==> src/rtl/sap_ram_loader.sv <==
// sap_ram_loader: sits in front of the 16x4 SRAM pair (8-bit words).
// Program mode turns single write requests into setup / write pulse / hold /
// read-back verify cycles. Run mode presents the CPU read address and returns
// read data with the chips' output inversion removed.
//
// Handshake: a request is taken when prog_mode=1, wr_req=1 and the block is
// in IDLE (busy=0) at a rising edge; requests at any other time are dropped,
// never queued. Completion is the one-cycle wr_done pulse, and verify_err is
// valid from that pulse until the next accepted request.
//
// Every RAM-side output is a register, so ram_we_n only ever changes on a
// clock edge and cannot glitch from input activity.
module sap_ram_loader #(
  parameter int ADDR_W    = 4,
  parameter int DATA_W    = 8,
  parameter int WE_CYCLES = 2
) (
  input  logic              clk,
  input  logic              rst_n,
  input  logic              prog_mode,
  input  logic              wr_req,
  input  logic [ADDR_W-1:0] wr_addr,
  input  logic [DATA_W-1:0] wr_data,
  output logic              busy,
  output logic              wr_done,
  output logic              verify_err,
  input  logic [ADDR_W-1:0] rd_addr,
  output logic [DATA_W-1:0] rd_data,
  output logic [ADDR_W-1:0] ram_a,
  output logic [DATA_W-1:0] ram_d,
  output logic              ram_cs_n,
  output logic              ram_we_n,
  input  logic [DATA_W-1:0] ram_o,
  output logic [2:0]        fsm_state
);

  localparam int CNT_W = (WE_CYCLES > 1) ? $clog2(WE_CYCLES) : 1;
  localparam logic [CNT_W-1:0] CNT_LAST = CNT_W'(WE_CYCLES - 1);

  typedef enum logic [2:0] {
    IDLE   = 3'd0,
    SETUP  = 3'd1,
    WRITE  = 3'd2,
    HOLD   = 3'd3,
    VERIFY = 3'd4,
    DONE   = 3'd5
  } state_t;

  state_t            state, state_n;
  logic [CNT_W-1:0]  cnt, cnt_n;
  logic [ADDR_W-1:0] a_n;
  logic [DATA_W-1:0] d_n;
  logic              cs_n_n;
  logic              we_n_n;
  logic              busy_n;
  logic              done_n;
  logic              err_n;
  logic [DATA_W-1:0] rd_n;

  assign fsm_state = state;

  // Next state plus next value of every registered output. ram_d doubles as
  // the captured write data, since it is held constant for the whole sequence.
  always_comb begin
    state_n = state;
    cnt_n   = cnt;
    a_n     = ram_a;
    d_n     = ram_d;
    cs_n_n  = ram_cs_n;
    we_n_n  = 1'b1;
    busy_n  = busy;
    done_n  = 1'b0;
    err_n   = verify_err;
    rd_n    = rd_data;
    case (state)
      IDLE: begin
        if (prog_mode && wr_req) begin
          state_n = SETUP;
          a_n     = wr_addr;
          d_n     = wr_data;
          cs_n_n  = 1'b0;
          busy_n  = 1'b1;
          err_n   = 1'b0;
        end else if (!prog_mode) begin
          a_n    = rd_addr;
          cs_n_n = 1'b0;
        end else begin
          cs_n_n = 1'b1;
        end
        // Only sample the chip once it has been selected with a run address.
        if (!prog_mode && !ram_cs_n) begin
          rd_n = ~ram_o;
        end
      end
      SETUP: begin
        state_n = WRITE;
        cnt_n   = '0;
        we_n_n  = 1'b0;
      end
      WRITE: begin
        if (cnt == CNT_LAST) begin
          state_n = HOLD;
        end else begin
          cnt_n  = cnt + 1'b1;
          we_n_n = 1'b0;
        end
      end
      HOLD: begin
        state_n = VERIFY;
      end
      VERIFY: begin
        state_n = DONE;
        if (~ram_o != ram_d) begin
          err_n = 1'b1;
        end
      end
      DONE: begin
        state_n = IDLE;
        done_n  = 1'b1;
        busy_n  = 1'b0;
        // Leave DONE straight into whichever mode is now selected.
        if (!prog_mode) begin
          a_n    = rd_addr;
          cs_n_n = 1'b0;
        end else begin
          cs_n_n = 1'b1;
        end
      end
      default: begin
        state_n = IDLE;
      end
    endcase
  end

  // State and output registers; reset also releases ram_we_n on the same edge.
  always_ff @(posedge clk) begin
    if (!rst_n) begin
      state      <= IDLE;
      cnt        <= '0;
      ram_a      <= '0;
      ram_d      <= '0;
      ram_cs_n   <= 1'b1;
      ram_we_n   <= 1'b1;
      busy       <= 1'b0;
      wr_done    <= 1'b0;
      verify_err <= 1'b0;
      rd_data    <= '0;
    end else begin
      state      <= state_n;
      cnt        <= cnt_n;
      ram_a      <= a_n;
      ram_d      <= d_n;
      ram_cs_n   <= cs_n_n;
      ram_we_n   <= we_n_n;
      busy       <= busy_n;
      wr_done    <= done_n;
      verify_err <= err_n;
      rd_data    <= rd_n;
    end
  end

endmodule

==> config.mk <==
export PLATFORM = sky130hd
export DESIGN_NAME = sap_ram_loader
export DESIGN_NICKNAME = d
export VERILOG_FILES = /design/src/rtl/sap_ram_loader.sv
export SDC_FILE = /design/constraint.sdc
export NUM_CORES = 1
export LEC_CHECK = 0
export ABC_AREA = 1
export CELL_PAD_IN_SITES_DETAIL_PLACEMENT = 1
export CELL_PAD_IN_SITES_GLOBAL_PLACEMENT = 1
export CORE_UTILIZATION = 31
export CTS_BUF_LIST = sky130_fd_sc_hd__clkbuf_16
export DETAILED_ROUTE_END_ITERATION = 10
export PLACE_DENSITY_LB_ADDON = 0.1
export SYNTH_ARGS = -nofsm -noshare
export SYNTH_HDL_FRONTEND = slang
export SYNTH_SLANG_ARGS = --single-unit
==> constraint.sdc <==
create_clock -name clk -period 2.1 [get_ports clk]
set_input_delay 0.42 -clock clk [delete_from_list [all_inputs] [get_ports clk]]
set_output_delay 0.42 -clock clk [all_outputs]
set_load 0.1 [all_outputs]
==> run metrics, run 1 <==
compound-gate portion of the synthesized area=0.1597; clock sink count=29; Routed wire per std cell=between 10 and 15 um; placed insts=292; CP Data Required Time=between 2 and 2.5 ns; First DRT Iteration DRCs=27; Netlist Area Pre-Place=1324 um2; Initial Utilization=0.3262; Hold Crit Depth=2; root buf cell=clkbuf_16; Setup TNS Final=0 ns; Tot GR Track Use=0.1937; H-tree levels=2; synthesized area per cell=7.004 um2; #FFs+latches synth=29; CTS max path bufs=2; Util after Layout=0.4980; critical-path cell list=clkdlybuf4s50_1 > nand2_1 > clkinv_2 > nand2_2 > o21ai_0 > a21oi_1; largest net degree at the start of global routing=16; Post-CTS Hold Fix Bufs=0; Final ANT Viol Nets=0; outcome=finished, final reports clean; Post-Syn Nets=between 200 and 250; HP Class=flop to flop; share of layout cells above drive strength 1=0.1920; reg2reg path depth=6; unrepaired setup endpoints after global routing=false; CTS tree=yes; total CTS buffers=5; Antenna diodes=0; Post-Syn Instances=roughly 190; Core Rows=23; Crit path largest cell delay=roughly 0.59 ns; Comb pwr share=0.433; Layout Skew=0.005099 ns; die area=4535 um2; clock period minus worst slack=1.557 ns; post-CTS setup buffers=0; vias in the first global route=1335; worst path bufs/invs=2; dpl hpwl=between 2000 and 3000 um; period utilization=0.7417; setup violators final=0; Pleak=0.0009068 uW; Nets=277; # IOs=56; initial antenna violation count=0; Critical Path AT=roughly 1.7 ns; Distinct cells, synth=23; area post-placement=roughly 1900 um2; switching component of the power=1227 uW; Worst slew margin=0.8127; post-synthesis mux area share=0; final instance area=2021 um2; Post-Synth Adder-Cell Area=0; gpl congestion=0.7423; Crit Path Class=input pin to flop; Clk pwr share=0.297; max cap viols=0; first-pass GRT wire length=6320 um; post-synth top area share=0.4386; GRT overflow=0; startpoint types=input pin; CP max stage cell=clkdlybuf4s50_1; YS warnings=0; Pre-antenna DRT Iters=6; pwr dens=between 1000 and 1500 nW/um2; post-cts sizing count=0; Routed Wire Length=approximately 3800 um; core area=between 4000 and 5000 um2; # DRC=0; Tightest Pin Transition=0.2832 ns; fraction of power consumed by sequential logic=0.270; Sw Ratio=0.4566; Die Y=67.35 um; Final Instance Count excl. Fillers=300; port bufs=55; Worst VDD drop=0.0005824 V; final hold violations=0; Worst path top cell family by delay=buffers and inverters; worst skew pair latency=approximately 0.28 ns; via count=1395; dominant cell type by area after synthesis=dfxtp_1; combinational family with the most area after synthesis=simple AND/OR/NAND/NOR gates; hold slack=about 0.47 ns; Synth Area in XOR/XNOR=0; Critical Path End Type=flop; Die Wd=around 67 um; FILL cells=between 500 and 600; Internal=roughly 1500 uW; Pins Over Slew Limit=0; Worst-path clk slew=roughly 0.05 ns; dominant cells by area after synthesis=dfxtp_1 (44%), nand2_1 (15%), a21oi_1 (6.4%), nand3_1 (6.4%), inv_1 (5.7%); f_max=0.6421 GHz; synthesis-to-layout area growth=52.65%; post-synthesis sequential area ratio=0.4386; Worst Path Max Fanout=15; Synth Area in Simple Gates=0.3110; routed vias/inst=4.650; WP depth=6
cell families after synthesis:
logic type / count (synthesis)
buf+inv: 27
compound gates: 39
simple gates: 94
flops: 29
metrics by stage:
step           total power [uW]  worst slack (ns)
2_1_floorplan              1639           0.03029
3_3_place_gp               1891            0.3015
3_5_place_dp               1901            0.2477
4_1_cts                    2713            0.5215
5_1_grt                    2814            0.4037
6_report                   2688            0.5425
power by group through the flow:
stage	Sequential (uW)	Clock (uW)	Combinational, uW
floorplan	1350	0	293
global placement	738	0	1150
detailed placement	735	0	1170
CTS	726	815	1170
global route	739	838	1240
finish	725	798	1170
per-layer routing:
| layer | GRT usage | part of all wire |
|---|---|---|
| met2 | 0.3138 | 0.48 |
| met3 | 0.06419 | 0.052 |
| met1 | 0.2336 | 0.45 |
| met4 | 0.07979 | 0.016 |
| met5 | 0 | 0 |
sequential cells by signal (all words and copies together) (netlist names):
register    cells
verify_err      1
busy            1
fsm_state       3
wr_done         1
ram_cs_n        1
cnt             1
rd_data         8
ram_we_n        1
ram_a           4
ram_d           8
worst paths after layout:
path,startpoint,end,slack [ns]
max,prog_mode,ram_d[2]$_SDFFE_PN0P_,0.54
min,rd_data[7]$_SDFFE_PN0P_,rd_data[7]$_SDFFE_PN0P_,0.47
min reg2reg,rd_data[7]$_SDFFE_PN0P_,rd_data[7]$_SDFFE_PN0P_,0.47
max reg2reg,fsm_state[0]$_SDFFE_PN0P_,rd_data[3]$_SDFFE_PN0P_,0.73
worst reg2reg max path, stage by stage, from the launching register on:
cell and delay (ns):
dfxtp_1 0.36, nor2_4 0.17, nand2_4 0.09, clkinv_4 0.09
nand2_2 0.14, or2_2 0.31, a21oi_1 0.13
layout by cell type (no fill, tap or decap), drive strengths merged:
cell type	synthesis	routed
a21oi	19	19
a31oi	4	4
buf	4	31
bufinv	0	1
clkbuf	1	5
clkdlybuf4s50	0	27
clkinv	2	3
dfxtp	29	29
inv	20	21
nand2	57	57
nand3	17	17
nor2	17	17
o21a	1	1
o21ai	14	14
o22ai	1	1
or2	3	3
synth_stat cells:
master / instances
a31oi_1: 4
clkinv_2: 1
nor2_4: 2
nand3_1: 17
or2_2: 1
inv_1: 20
clkbuf_1: 1
buf_1: 1
a21oi_2: 2
nand2_2: 3
o22ai_1: 1
buf_6: 1
o21a_1: 1
buf_4: 1
nand2_4: 1
nand2_1: 53
dfxtp_1: 29
clkinv_4: 1
a21oi_1: 17
o21ai_0: 14
or2_1: 2
nor2_1: 15
buf_2: 1
layout make-up:
| cell class | instances | area (um2) | area share |
|---|---|---|---|
| inverters | 22 | 88.84 | 0.04396 |
| repair buffers | 58 | 503.0 | 0.2489 |
| clock inverters | 3 | 37.54 | 0.01858 |
| clock buffers | 5 | 125.1 | 0.06192 |
| flip-flops and latches | 29 | 580.6 | 0.2873 |
| multi-input cells | 133 | 623.1 | 0.3084 |
| well taps | 50 | 62.56 | 0.03096 |
Power figures use the tool's default switching activity.
==> inputs of run 2 (changes only) <==
- CORE_UTILIZATION: 31 -> 26
- clock period: 2.1 -> 1.3 ns (I/O delays scaled with it)
==> run metrics, run 2 (synthesis gave the netlist of run 1 again) <==
outcome=finished, final reports clean (unchanged); Final ANT Viol Nets=0 (unchanged); most common cell after layout, fill and taps aside=nand2_1 (unchanged); Core Rows=25 (was 23); Tightest Pin Transition=0.2734 ns (was 0.2832 ns); Critical Path AT=1.44 ns (was 1.71 ns); Hold Crit Depth=3 (was 2); Largest regs=ram_d: 8 flops, rd_data: 8 flops, ram_a: 4 flops (unchanged); pwr dens=1901 nW/um2 (was 1330 nW/um2); HP Class=input pin to flop (was flop to flop); Layout Skew=0.003091 ns (was 0.005099 ns); # IOs=56 (unchanged); port bufs=55 (unchanged); total CTS buffers=5 (unchanged); placed insts=321 (was 292); final instance area=2532 um2 (was 2021 um2); setup violators final=0 (unchanged); Worst-path clk slew=0.05 ns (about the same); Crit Path Class=flop to flop (was input pin to flop); First DRT Iteration DRCs=28 (was 27); die area=5381 um2 (was 4535 um2); clock sink count=29 (unchanged); dpl hpwl=3193 um (was 2836 um); synthesis-to-layout area growth=91.30% (was 52.65%); hold_sp=prog_mode (was rd_data[7]$_SDFFE_PN0P_); slack of the critical path=0.06041 ns (was 0.5425 ns); clock period minus worst slack=1.240 ns; share of layout cells above drive strength 1=0.3015 (was 0.1920); Worst VDD drop=0.001353 V (was 0.0005824 V); unrepaired setup endpoints after global routing=true (was false); first-pass GRT wire length=6644 um (was 6320 um); worst skew pair latency=0.27 ns (was 0.28 ns); f_max=0.8067 GHz; Nets=289 (was 277); root buf cell=clkbuf_16 (unchanged); period utilization=0.9535; CP Data Required Time=1.50 ns (was 2.25 ns); Die Wd=73.36 um (was 67.35 um); Die Y=73.36 um (was 67.35 um); most frequent cells in the layout=nand2_1 (51), buf_12 (29), clkdlybuf4s50_1 (26) (was nand2_1 (53), buf_4 (31), dfxtp_1 (29)); via count=1464 (was 1395); vias in the first global route=1455 (was 1335); Post-CTS Hold Fix Bufs=0 (unchanged); Routed Wire Length=4108 um (was 3849 um); DP Worst Slack=-0.2878 ns (was 0.2477 ns); CTS max path bufs=2 (unchanged); Initial Utilization=0.2748 (was 0.3262); area post-placement=2365 um2 (was 1858 um2); # DRC=0 (unchanged); startpoint types=flop (was input pin); Pre-antenna DRT Iters=4 (was 6); Design Power=4813 uW (was 2688 uW); H-tree levels=2 (unchanged); largest net degree at the start of global routing=16 (unchanged); r2r setup slk=0.06 ns (was 0.73 ns); Final Instance Count excl. Fillers=329 (was 300); Util after Layout=0.5257 (was 0.4980); Pleak=0.001076 uW (was 0.0009068 uW); reg2reg path depth=6 (unchanged); post-CTS setup buffers=0 (unchanged); Tot GR Track Use=0.1658 (was 0.1937); gpl congestion=0.7237 (was 0.7423); initial antenna violation count=0 (unchanged); Worst slew margin=0.8171 (was 0.8127); FILL cells=586 (was 512); Antenna diodes=0 (unchanged); Hold Crit Endpoint=ram_cs_n$_SDFFE_PN1P_ (was rd_data[7]$_SDFFE_PN0P_); GRT overflow=0 (unchanged); R2R Path End=rd_data[3]$_SDFFE_PN0P_ (unchanged); final hold violations=0 (unchanged); Critical Path End Type=flop (unchanged); Pins Over Slew Limit=0 (unchanged); core area=4817 um2 (was 4058 um2); CTS tree=yes (unchanged); max cap viols=0 (unchanged); Routed wire per std cell=12.49 um (was 12.83 um); Worst Path Max Fanout=7 (was 15); Worst R2R Start=fsm_state[1]$_SDFFE_PN0P_ (was fsm_state[0]$_SDFFE_PN0P_); routed vias/inst=4.450 (was 4.650)
==> run 2: where the power goes <==
group | switching [uW] | leakage (uW) | internal (uW)
Sequential | 198 | 0.000244 | 1070
Combinational | 1500 | 0.000751 | 852
Clock | 382 | 0.0000808 | 810
==> run 2: layout make-up <==
type,instances,area [um2],area share
Timing Repair Buffer,70,958.4,0.3785
Clock buffer,6,150.1,0.05929
Inverter,22,91.34,0.03607
Tap cell,67,83.83,0.03310
Clock inverter,2,7.507,0.002964
Sequential cell,29,608.1,0.2401
Multi-Input combinational cell,133,633.1,0.2500
==> run 2: layer usage <==
layer	vias up	global-route usage	part of all wire
met2	30	0.3097	0.54
met3	7	0.03841	0.029
met1	676	0.1800	0.42
met5	-	0	0
li1	751	-	-
met4	0	0.06410	0.014
==> run 2: how the worst max path moves through the flow <==
stage	start	end	slack, ns
5_1_grt	fsm_state[1]$_SDFFE_PN0P_	ram_d[4]$_SDFFE_PN0P_	-0.03
6_report	fsm_state[1]$_SDFFE_PN0P_	rd_data[3]$_SDFFE_PN0P_	0.06
2_1_floorplan	fsm_state[0]$_SDFFE_PN0P_	rd_data[5]$_SDFFE_PN0P_	-0.02
4_1_cts	prog_mode	ram_d[4]$_SDFFE_PN0P_	0.01
3_5_place_dp	prog_mode	ram_d[1]$_SDFFE_PN0P_	-0.29
3_3_place_gp	prog_mode	ram_d[4]$_SDFFE_PN0P_	-0.23
==> run 2: repair_timing <==
item | 4_1_cts | 5_1_grt
gates resized for setup | 1 | 5
hold endpoints to repair | 0 | 0
setup endpoints to repair | 1 | 14
==> run 2: worst max-delay path, cell delays in order (launching register included) <==
cell	delay, ns
dfxtp_4	0.37
nor2_4	0.13
nand2_4	0.10
clkinv_4	0.07
nand2_2	0.10
or2_2	0.29
a21oi_1	0.11
==> run 2: per-stage QoR <==
stage | hold slack [ns] | setup TNS (ns)
after floorplan | 0.3908 | -0.04306
after global placement | 0.4758 | -3.581
after detailed placement | 0.4798 | -4.274
after CTS | 0.4877 | 0
after global routing | 0.4136 | -0.07878
final | 0.3911 | 0
==> edit (settings of run 2) <==
Put one more register stage on the output `rd_data`, cleared by the reset. The value now appears one clock later. The other outputs are not delayed to match.
--- a/src/rtl/sap_ram_loader.sv
+++ b/src/rtl/sap_ram_loader.sv
@@ -46,6 +46,8 @@
     DONE   = 3'd5
   } state_t;
 
+  logic [DATA_W-1:0] rd_data_s0;
+
   state_t            state, state_n;
   logic [CNT_W-1:0]  cnt, cnt_n;
   logic [ADDR_W-1:0] a_n;
@@ -71,7 +73,7 @@
     busy_n  = busy;
     done_n  = 1'b0;
     err_n   = verify_err;
-    rd_n    = rd_data;
+    rd_n    = rd_data_s0;
     case (state)
       IDLE: begin
         if (prog_mode && wr_req) begin
@@ -144,7 +146,7 @@
       busy       <= 1'b0;
       wr_done    <= 1'b0;
       verify_err <= 1'b0;
-      rd_data    <= '0;
+      rd_data_s0 <= '0;
     end else begin
       state      <= state_n;
       cnt        <= cnt_n;
@@ -155,7 +157,15 @@
       busy       <= busy_n;
       wr_done    <= done_n;
       verify_err <= err_n;
-      rd_data    <= rd_n;
+      rd_data_s0 <= rd_n;
+    end
+  end
+
+  always_ff @(posedge clk) begin
+    if (!rst_n) begin
+      rd_data <= '0;
+    end else begin
+      rd_data <= rd_data_s0;
     end
   end
 
Formal check against the unedited RTL: not equivalent (a bounded check fails within 4 cycles, from zero or initial values and one cycle with rst_n low).
==> edit against run 2 <==
- sequential cell count is 8 higher
- die area is 16% higher
- area after synthesis is 17% higher
- maximum frequency is 0.11% lower
- utilization is 2.4 points lower
- sequential share of layout area is 3.3 points higher
- final cell count is 10% higher
- design area is 11% higher
- hold slack better by 32 ps
- worst setup slack worse by 1.3 ps
- routed wire length is 11% higher
- total power is 5.9% higher
- sequential power is 20% higher
- via count is 10% higher
- largest cell class unchanged
- highest routed layer unchanged
==> edit: results (changes against run 2) <==
status - completed (unchanged)
critical path startpoint - prog_mode (was fsm_state[1])
Leak - 1.25 nW (was 1.08 nW)
Crit Reg-Reg Startpoint - fsm_state[0] (was fsm_state[1])
number of non-clock buffers - 74 (was 70)
multi-input gate count - 141 (was 133)
Tot GR Track Use - 0.160 (was 0.166)
Multi-input gate area - 672 um^2 (was 633 um^2)
synth cell count leaders - nand2_1, dfxtp_1, inv_1 (unchanged)
slack of the critical path - 59.1 ps (was 60.4 ps)
TritonRoute pass-1 iters - 2 (was 4)
Hold Path Class - reg -> reg (was in -> reg)
Starting DRT DRC Count - 40 (was 28)
vias per cell - 4.45 (about the same)
Core Util, Final - 0.501 (was 0.526)
WL/cell - 12.6 um (was 12.5 um)
FF-to-FF End - rd_data_s0[3] (was rd_data[3])
post-CTS sizing - 0 (was 1)
GR Layer Usage met1 - 0.175 (was 0.180)
hold slack - 423 ps (was 391 ps)
Yosys cell types - 24 (was 23)
Largest regs - ram_d: 8 flops, rd_data: 8 flops, rd_data_s0: 8 flops (was ram_d: 8 flops, rd_data: 8 flops, ram_a: 4 flops)
vias in the first global route - 1643 (was 1455)
hold wc startpoint - rd_data_s0[7] (was prog_mode)
M2 GR Usage - 0.299 (was 0.310)
# fillers - 673 (was 586)
R2R Setup Slk - 80 ps (was 60 ps)
fraction of area in multi-input gates - 0.239 (was 0.250)
crit path max fanout - 5 (was 7)
placed cell area - 2640 um^2 (was 2360 um^2)
gp weighted congestion - 0.782 (was 0.724)
clk tree area frac - 0.0579 (was 0.0623)
clock sinks - 37 (was 29)
met3 Use GR - 0.0379 (was 0.0384)
Placement Setup Slack - -220 ps (was -288 ps)
Non-CTS inverters - 30 (was 22)
type of the worst setup path - in -> reg (was reg -> reg)
Final nets - 317 (was 289)
Seq/Total Area, Yosys - 0.479 (was 0.439)
Min-Delay Path Depth - 2 (was 3)
Worst Hold End - rd_data[7] (was ram_cs_n)
Mapped Nets - 242 (was 217)
sequential share of cell area - 0.273 (was 0.240)
Setup Skew - 2.90 ps (was 3.09 ps)
Rel. slew slack - 0.884 (was 0.817)
Signal buf overhead - 0.355 (was 0.378)
[edit: cell count changes in the layout (fill, tap and decap cells not counted), moves of 3 or more]
cell     change
dfxtp_1      +8
inv_1        +8
nand2_1      +8
buf_4        +3
[edit: worst max-delay path: stages]
cell,delay [ps]
clkdlybuf4s50_1,440
buf_4,160
nor2_4,100
nand2_4,70
or2_2,280
a21oi_2,130
[edit: routing by layer]
metal	vias up	wire [um]
li1	825	-
met1	745	1860
met2	33	2490
met3	8	151
met4	0	56
met5	-	0
[edit: kinds of logic after synthesis]
logic type	Yosys count	share of synthesized area
buf+inv	36	0.0987
flops	37	0.479
compound gates	39	0.137
simple gates	102	0.286
[edit: power breakdown]
part	switching (mW)	total, mW	internal [mW]
registers	0.208	1.53	1.33
clock network	0.433	1.32	0.890
logic	1.42	2.24	0.820
[edit: through the flow]
step | instances | TNS [ps]
floorplan | 214 | -35.9
global placement | 354 | -2740
detailed placement | 354 | -3040
CTS | 362 | 0
global route | 362 | -0.461
finish | 362 | 0
